**config.mk**
```make
export PLATFORM = sky130hd
export DESIGN_NAME = ring_fifo
export DESIGN_NICKNAME = d
export VERILOG_FILES = /design/src/rtl/ring_fifo_pkg.sv /design/src/rtl/ring_fifo_ptr.sv /design/src/rtl/ring_fifo.sv
export SDC_FILE = /design/constraint.sdc
export NUM_CORES = 1
export LEC_CHECK = 0
export BUFFER_PORTS_ARGS = -buffer_cell sky130_fd_sc_hd__buf_2
export CAP_MARGIN = 15
export CORE_UTILIZATION = 30
export CTS_CLUSTER_SIZE = 20
export DETAILED_ROUTE_END_ITERATION = 6
export GPL_TIMING_DRIVEN = 0
export PLACE_DENSITY = 0.55
export RECOVER_POWER = 50
export SLEW_MARGIN = 0
export SYNTH_ARGS = -nofsm -noshare
export SYNTH_HDL_FRONTEND = slang
export SYNTH_SLANG_ARGS = --single-unit
```
**constraint.sdc**
```tcl
create_clock -name clk -period 4.7 [get_ports clk]
set_input_delay 0.94 -clock clk [delete_from_list [all_inputs] [get_ports clk]]
set_output_delay 0.94 -clock clk [all_outputs]
set_load 0.005 [all_outputs]
```
**src/rtl/ring_fifo_pkg.sv**
```systemverilog
// Shared sizing and pointer types for the in-order queues (ROB, LSQ, fetch buffer).
// Any block that compares queue ages works on ring_ptr_t.
package ring_fifo_pkg;

    localparam int ROB_DEPTH      = 40;
    localparam int ROB_PTR_WIDTH  = 6;
    localparam int ROB_DATA_WIDTH = 32;

    localparam int LSQ_DEPTH      = 24;
    localparam int LSQ_PTR_WIDTH  = 5;
    localparam int LSQ_DATA_WIDTH = 64;

    localparam int FB_DEPTH       = 12;
    localparam int FB_PTR_WIDTH   = 4;
    localparam int FB_DATA_WIDTH  = 32;

    // Widest index among the queues above, so one struct type serves them all.
    localparam int RING_IDX_W = 6;

    typedef struct packed {
        logic                  phase;
        logic [RING_IDX_W-1:0] idx;
    } ring_ptr_t;

    // True when a was allocated before b.
    // Both pointers must belong to the same queue and be at most one lap apart.
    function automatic logic ring_ptr_older(input ring_ptr_t a, input ring_ptr_t b);
        return (a.phase == b.phase) ? (a.idx < b.idx) : (a.idx > b.idx);
    endfunction

endpackage

```
**src/rtl/ring_fifo_ptr.sv**
```systemverilog
// Modulo-DEPTH index with a phase bit that toggles on every wrap.
// DEPTH does not have to be a power of two.
module ring_ptr
    import ring_fifo_pkg::*;
#(
    parameter int DEPTH     = ROB_DEPTH,
    parameter int PTR_WIDTH = ROB_PTR_WIDTH
) (
    input  logic                 clk,
    input  logic                 rst,
    input  logic                 clear_i,
    input  logic                 advance_i,
    output logic [PTR_WIDTH-1:0] idx_o,
    output logic                 phase_o,
    output logic                 at_end_o
);

    logic [PTR_WIDTH-1:0] idx_q, idx_d;
    logic                 phase_q, phase_d;

    assign at_end_o = (idx_q == PTR_WIDTH'(DEPTH - 1));
    assign idx_o    = idx_q;
    assign phase_o  = phase_q;

    always_comb begin
        idx_d   = idx_q;
        phase_d = phase_q;
        if (clear_i) begin
            idx_d   = '0;
            phase_d = 1'b0;
        end else if (advance_i) begin
            if (at_end_o) begin
                idx_d   = '0;
                phase_d = ~phase_q;
            end else begin
                idx_d = idx_q + 1'b1;
            end
        end
    end

    always_ff @(posedge clk) begin
        if (rst) begin
            idx_q   <= '0;
            phase_q <= 1'b0;
        end else begin
            idx_q   <= idx_d;
            phase_q <= phase_d;
        end
    end

endmodule

```
**src/rtl/ring_fifo.sv**
```systemverilog
// In-order circular queue: one enqueue port, one dequeue port, first-word fall-through.
// Full and empty are derived from the head/tail phase bits, not from count_o.
module ring_fifo
    import ring_fifo_pkg::*;
#(
    parameter int DEPTH      = ROB_DEPTH,
    parameter int PTR_WIDTH  = ROB_PTR_WIDTH,
    parameter int DATA_WIDTH = ROB_DATA_WIDTH
) (
    input  logic                  clk,
    input  logic                  rst,
    input  logic                  flush_i,
    input  logic                  enq_valid_i,
    output logic                  enq_ready_o,
    input  logic [DATA_WIDTH-1:0] enq_data_i,
    output logic                  deq_valid_o,
    input  logic                  deq_ready_i,
    output logic [DATA_WIDTH-1:0] deq_data_o,
    output logic [PTR_WIDTH-1:0]  head_ptr_o,
    output logic [PTR_WIDTH-1:0]  tail_ptr_o,
    output logic [PTR_WIDTH:0]    count_o,
    output logic                  full_o,
    output logic                  empty_o
);

    localparam int CNT_W = PTR_WIDTH + 1;

    if (DEPTH > 2**PTR_WIDTH || DEPTH < 2) begin : g_bad_cfg
        $error("ring_fifo: DEPTH must be in 2..2**PTR_WIDTH");
    end

    logic [DATA_WIDTH-1:0] mem_q [DEPTH];
    logic [PTR_WIDTH-1:0]  head_idx, tail_idx;
    logic                  head_phase, tail_phase;
    logic                  head_at_end, tail_at_end;
    logic                  enq_fire, deq_fire;
    logic [CNT_W-1:0]      count_q, count_d;
    logic [CNT_W-1:0]      ptr_count;

    assign empty_o     = (head_idx == tail_idx) && (head_phase == tail_phase);
    assign full_o      = (head_idx == tail_idx) && (head_phase != tail_phase);
    assign enq_ready_o = ~full_o;
    assign deq_valid_o = ~empty_o;

    // Flush suppresses both handshakes so nothing is written or popped that cycle.
    assign enq_fire = enq_valid_i && enq_ready_o && !flush_i;
    assign deq_fire = deq_valid_o && deq_ready_i && !flush_i;

    ring_ptr #(.DEPTH(DEPTH), .PTR_WIDTH(PTR_WIDTH)) u_head (
        .clk       (clk),
        .rst       (rst),
        .clear_i   (flush_i),
        .advance_i (deq_fire),
        .idx_o     (head_idx),
        .phase_o   (head_phase),
        .at_end_o  (head_at_end)
    );

    ring_ptr #(.DEPTH(DEPTH), .PTR_WIDTH(PTR_WIDTH)) u_tail (
        .clk       (clk),
        .rst       (rst),
        .clear_i   (flush_i),
        .advance_i (enq_fire),
        .idx_o     (tail_idx),
        .phase_o   (tail_phase),
        .at_end_o  (tail_at_end)
    );

    // Storage is deliberately left out of reset; the pointers alone decide validity.
    always_ff @(posedge clk) begin
        if (!rst && enq_fire) begin
            mem_q[tail_idx] <= enq_data_i;
        end
    end

    assign deq_data_o = mem_q[head_idx];
    assign head_ptr_o = head_idx;
    assign tail_ptr_o = tail_idx;

    always_comb begin
        count_d = count_q;
        if (flush_i) begin
            count_d = '0;
        end else if (enq_fire && !deq_fire) begin
            count_d = count_q + 1'b1;
        end else if (deq_fire && !enq_fire) begin
            count_d = count_q - 1'b1;
        end
    end

    always_ff @(posedge clk) begin
        if (rst) begin
            count_q <= '0;
        end else begin
            count_q <= count_d;
        end
    end

    assign count_o = count_q;

    // Occupancy recomputed from the pointers; used only to cross-check the counter.
    assign ptr_count = (head_phase == tail_phase)
                     ? ({1'b0, tail_idx} - {1'b0, head_idx})
                     : (CNT_W'(DEPTH) - {1'b0, head_idx} + {1'b0, tail_idx});

    a_count_matches_ptrs: assert property (@(posedge clk) disable iff (rst)
        count_q == ptr_count);

    a_head_in_range: assert property (@(posedge clk) disable iff (rst)
        head_idx < PTR_WIDTH'(DEPTH));

    a_tail_in_range: assert property (@(posedge clk) disable iff (rst)
        tail_idx < PTR_WIDTH'(DEPTH));

    a_head_phase_only_at_wrap: assert property (@(posedge clk) disable iff (rst)
        (deq_fire && !head_at_end) |=> (head_phase == $past(head_phase)));

    a_tail_phase_only_at_wrap: assert property (@(posedge clk) disable iff (rst)
        (enq_fire && !tail_at_end) |=> (tail_phase == $past(tail_phase)));

endmodule

```
# Yosys cells after proc, flatten, opt, wreduce, memory -nomap -nowiden

Memories as Yosys holds them, arrays and structs flattened. A register that Yosys moved wholly into a read port is not among the register bits.
Cells that the tools add are included.

Eq/ne operators: 5
Mux-type cells: 8
Reductions and logical operators: 17
Bitwise gates (word level): 4
$add $sub $neg: 4

Operators with widths:

| cell                                                                | count |
|---|---|
| 6-bit two-way mux                                                   | 4 |
| 7-bit two-way mux                                                   | 2 |
| 6-bit by 1-bit adder with 6-bit output (second input constant)      | 2 |
| 6-bit equality test (second input constant)                         | 2 |
| 1-bit logical AND                                                   | 9 |
| 7-bit by 1-bit adder with 7-bit output (second input constant)      | 1 |
| 7-bit by 1-bit subtractor with 7-bit output (second input constant) | 1 |
| 6-bit equality test                                                 | 1 |
| 1-bit logical NOT                                                   | 4 |
| 1-bit NOT                                                           | 4 |
| 2-bit AND reduction                                                 | 2 |
| 1-bit two-way mux                                                   | 2 |
| 2-bit nonzero test                                                  | 1 |
| 2-bit OR reduction                                                  | 1 |
| 1-bit equality test                                                 | 1 |
| 1-bit != test                                                       | 1 |

Word-level logic and storage cells: 44
Bits in registers: 21
Input port bits: 37
Memories: 1
RAM bits: 1,280

Memories:

| name  | words | width | rd ports | clocked after Yosys merged registers in | wr ports | RTL line        | text |
|---|---|---|---|---|---|---|---|
| mem_q | 40    | 32    | 1        | 1                                       | 1        | ring_fifo.sv:32 | `logic [DATA_WIDTH-1:0] mem_q [DEPTH];` |

# Longest topological paths before layout

Depth after elaboration: 9
Gate-level depth with buffers: 14

# Modules after synthesis

From an unflattened synthesis, not the netlist that was laid out.

Cell total of the unflattened synthesis: 2,674
Area total of the unflattened synthesis: 51,140.3 um^2

Modules (own cells, without submodules):

| module    | times used | cells an instance | sequential area each (um^2) | area each (um^2) |
|---|---|---|---|---|
| ring_fifo | 1          | 2,602             | 38,577.0                    | 50,494.7 |
| ring_ptr  | 2          | 36                | 140.1                       | 322.8 |

# Worst setup path before layout

Ideal clock, no wire load.

Path kind: input port to flip-flop
From: input flush_i
To: memory mem_q[23][0] (netlist name), enable pin
Setup slack: 0.924 ns
Required time: 4.279 ns
Data arrival time: 3.355 ns
Setup time: 0.421 ns
Cell stages on the path: 5
Cell sequence: nor2_1 > o311ai_2 > or4b_1 > buf_2 > nor2_1

Longest elaborated chain between the ends: 5

RTL lines:

| item                                    | RTL line        | text |
|---|---|---|
| start, declared                         | ring_fifo.sv:12 | `input logic flush_i,` |
| 1-bit logical NOT                       | ring_fifo.sv:46 | `assign enq_fire = enq_valid_i && enq_ready_o && !flush_i;` |
| 1-bit logical AND                       | ring_fifo.sv:46 |  |
| 1-bit logical AND                       | ring_fifo.sv:71 | `if (!rst && enq_fire) begin` |
| 1-bit two-way mux                       | ring_fifo.sv:71 |  |
| 1-bit two-way mux (not written as such) | ring_fifo.sv:72 | `mem_q[tail_idx] <= enq_data_i;` |
| end, declared                           | ring_fifo.sv:32 |  |

Every way passes these cells.

==> flow_summary.ini <==
[placed_design]
hpwlAfterDp_um = 95500
numPortBuffers = 91
dpl_worst_slack_ns = 0.460
place_area_um2 = 56200
gp_congestion = 0.829
placedCellCount = 5047

[setup_path]
path_cells = buf_4 > nor2b_1 > buf_2 > buf_2 > a22o_1 > a221oi_2 > o22ai_1 > o41ai_4 > buf_2
max_stage_delay_ns = 0.63
cp_max_fo = 10
timing.critical_path.arrival_ns = 3.67
ff2ff_path_depth = 13
cpMostUsedCell = buf_2
critPathSlowestCell = o41ai_4
critical_path_class = reg2out
critical_path.top_delay_family = compound AO/OA/AOI/OAI gates
regToRegStartpoint = u_tail.idx_o[1]
end_kind = primary output
start_kind = flip-flop
timing.rr.end = count_o[4]
ff2ff_setup_slack_ns = 0.49
critPathRequiredTime_ns = 3.76
crit_buf_inv = 4

[drt]
wirelength_um = 144000
drt_iter0_drc = 2488
antenna_left = 0
drc = 0
avgRoutedWirePerCell_um = 27.2
dr.pass1.iters = 7
via_count = 26665
vias_per_cell = 5.04

[grt]
grt.total_usage_pct = 16.3
grt_use_met1_pct = 21.5
grt_overflow_total = 0
grt_pass1_wl_um = 201000
grt_busiest_layer = met2
grt_pass1_vias = 26671
grt_max_degree = 41
use_met3_pct = 3.12
grt.met2_usage_pct = 27.0
grt_antenna_before_repair = 7

[clocking]
holdBufCountCts = 0
cts_setup_buffers = 0
cts-buffers-inserted = 137
insertion_delay_ns = 0.76
cts_max_level = 4
clk_pin_slew_ns = 0.06
cts_tree = built
cts-root-buf = clkbuf_16
cts_buffer_depth = 3
clkSinkCount = 1307

[floorplan]
num_rows = 151
fp.dieH_um = 417
coreArea_um2 = 170000
start_util_pct = 30.3
dieArea_um2 = 174000
io-pin-count = 92
die_width_um = 417

[finish]
layout_common_cells = edfxtp_1 (1280), mux2i_1 (515), clkbuf_16 (143)
design_area_um2 = 60500
drive_gt1_share_pct = 19.8
area_growth_syn_to_layout_pct = 17.4
fillers = 15790
nNetsFinal = 3015
utilization_pct = 35.6
layout.cells.most_common = edfxtp_1
diodes = 0
layout.cells.non_filler = 5292

[timing]
period_needed_ns = 4.61
worst_pin_slew_ns = 2.26
timing.hold.ws_ns = 0.476
setup_viol = 0
rsz0062_at_grt = false
finClkSkew_ns = 0.0231
setup_tns_ns = 0
hold_violations = 0
max_slew_margin_pct = -50.7
post-route-period-util_pct = 98.1
fmax_mhz = 217
drv_slew = 1312
fin_ws_ns = 0.0899

[status]
status = complete, but fails checks
violations = max-capacitance violations, max-slew violations

[hold_path]
hold_path.class = reg2reg
min_to = count_o[6]
hold_start = count_o[6]
hold_depth = 2

[power_and_ir_drop]
peakVddDrop_mv = 0.369
p_leak_nw = 17.8
finalPower_mw = 23.5
power_density_nw_per_um2 = 388

[logic_synthesis]
synth_flop_cell = edfxtp_1
synthCells = 2689
ys_seq_elements = 1307
yosysWarnings = 0
yosysSeqAreaShare_pct = 75.6
ys_types = 58
synth_area_um2 = 51600
synth.avg_cell_area_um2 = 19.2
async_flop_share_pct = 0
synth-edff-count = 1280
syn_nets = 2735

[job]
drv_cap = 32
## worst min-delay path, cell delays in order (launching register included)
cell     delay [ns]
dfxtp_1        0.32
nand2_1        0.05
mux2i_1        0.06
## report_power, final
group,total (mW),switching (mW),internal [mW]
registers,12.8,0.00626,12.8
logic,0.548,0.391,0.157
clock network,10.1,4.41,5.68
total,23.5,4.81,18.7
## per-layer routing
| metal | share of wire (%) | up-vias |
|---|---|---|
| met1 | 42 | 13924 |
| li1 | - | 11625 |
| met2 | 48 | 898 |
| met3 | 6.5 | 208 |
| met5 | 0.047 | - |
| met4 | 3.0 | 10 |
## synthesized netlist by cell type, drive strengths merged, types with 2 or more instances
cell type	count	area share (%)
nand3	4	0.039
o22ai	32	0.39
a21o	2	0.029
or4	4	0.058
or3b	3	0.051
o41ai	32	1.0
o21ai	8	0.078
dfxtp	27	1.0
nand3b	4	0.058
buf	97	1.3
nor2b	5	0.061
mux2	32	0.70
xnor2	7	0.12
nand4	2	0.036
or2	4	0.049
a21oi	79	0.77
edfxtp	1280	75
or4b	4	0.078
clkbuf	68	0.55
xor2	4	0.068
mux4	64	2.8
o21a	2	0.029
ha	8	0.19
inv	8	0.058
nor4b	2	0.034
a22o	64	1.1
nor2	56	0.45
a22oi	128	1.9
o31ai	3	0.063
or3	11	0.13
nor3	4	0.039
mux2i	515	10
nand2b	2	0.024
a221oi	64	1.6
nand2	48	0.35
## cell families (layout without fill, tap and decap cells)
kind of cell	count (synthesis)	count (layout)	synth area share (%)
compound gates	423	423	7.10
mux	611	611	13.5
buf+inv	173	558	1.91
simple gates	155	155	1.48
flops	1307	1307	75.6
xor+xnor	11	11	0.187
fa+ha+maj	9	9	0.233
## worst max-delay path by stage
stage / to / depth (start not counted)
6_report: deq_data_o[14] / 9
5_1_grt: deq_data_o[0] / 8
4_1_cts: deq_data_o[12] / 8
3_5_place_dp: deq_data_o[17] / 8
3_3_place_gp: mem_q[17][6] / 6
2_1_floorplan: mem_q[23][0] / 5
## registers in the layout (all words and copies together) (netlist names), named ones only
signal,flops
u_tail.idx_o,6
u_tail.phase_o,1
u_head.phase_o,1
u_head.idx_o,6
count_o,7
mem_q,1280
## what timing repair did
action,4_1_cts,5_1_grt
gates resized for setup,51,15
endpoints found under the hold margin,0,0
cloned,0,0
pin swaps,5,1
endpoints found under the setup margin,32,17
## area by class of cell
class | instances | area (um2) | area share [%]
plain buffers | 165 | 1000 | 1.65
well taps | 2218 | 2780 | 4.58
clock buffers | 182 | 3720 | 6.15
multi-input cells | 1209 | 12100 | 20.0
inverters | 8 | 30.0 | 0.0496
flip-flops and latches | 1307 | 39000 | 64.4
repair buffers | 141 | 1540 | 2.54
clock inverters | 62 | 385 | 0.636
Note: power is estimated with default switching activity, not from simulation.
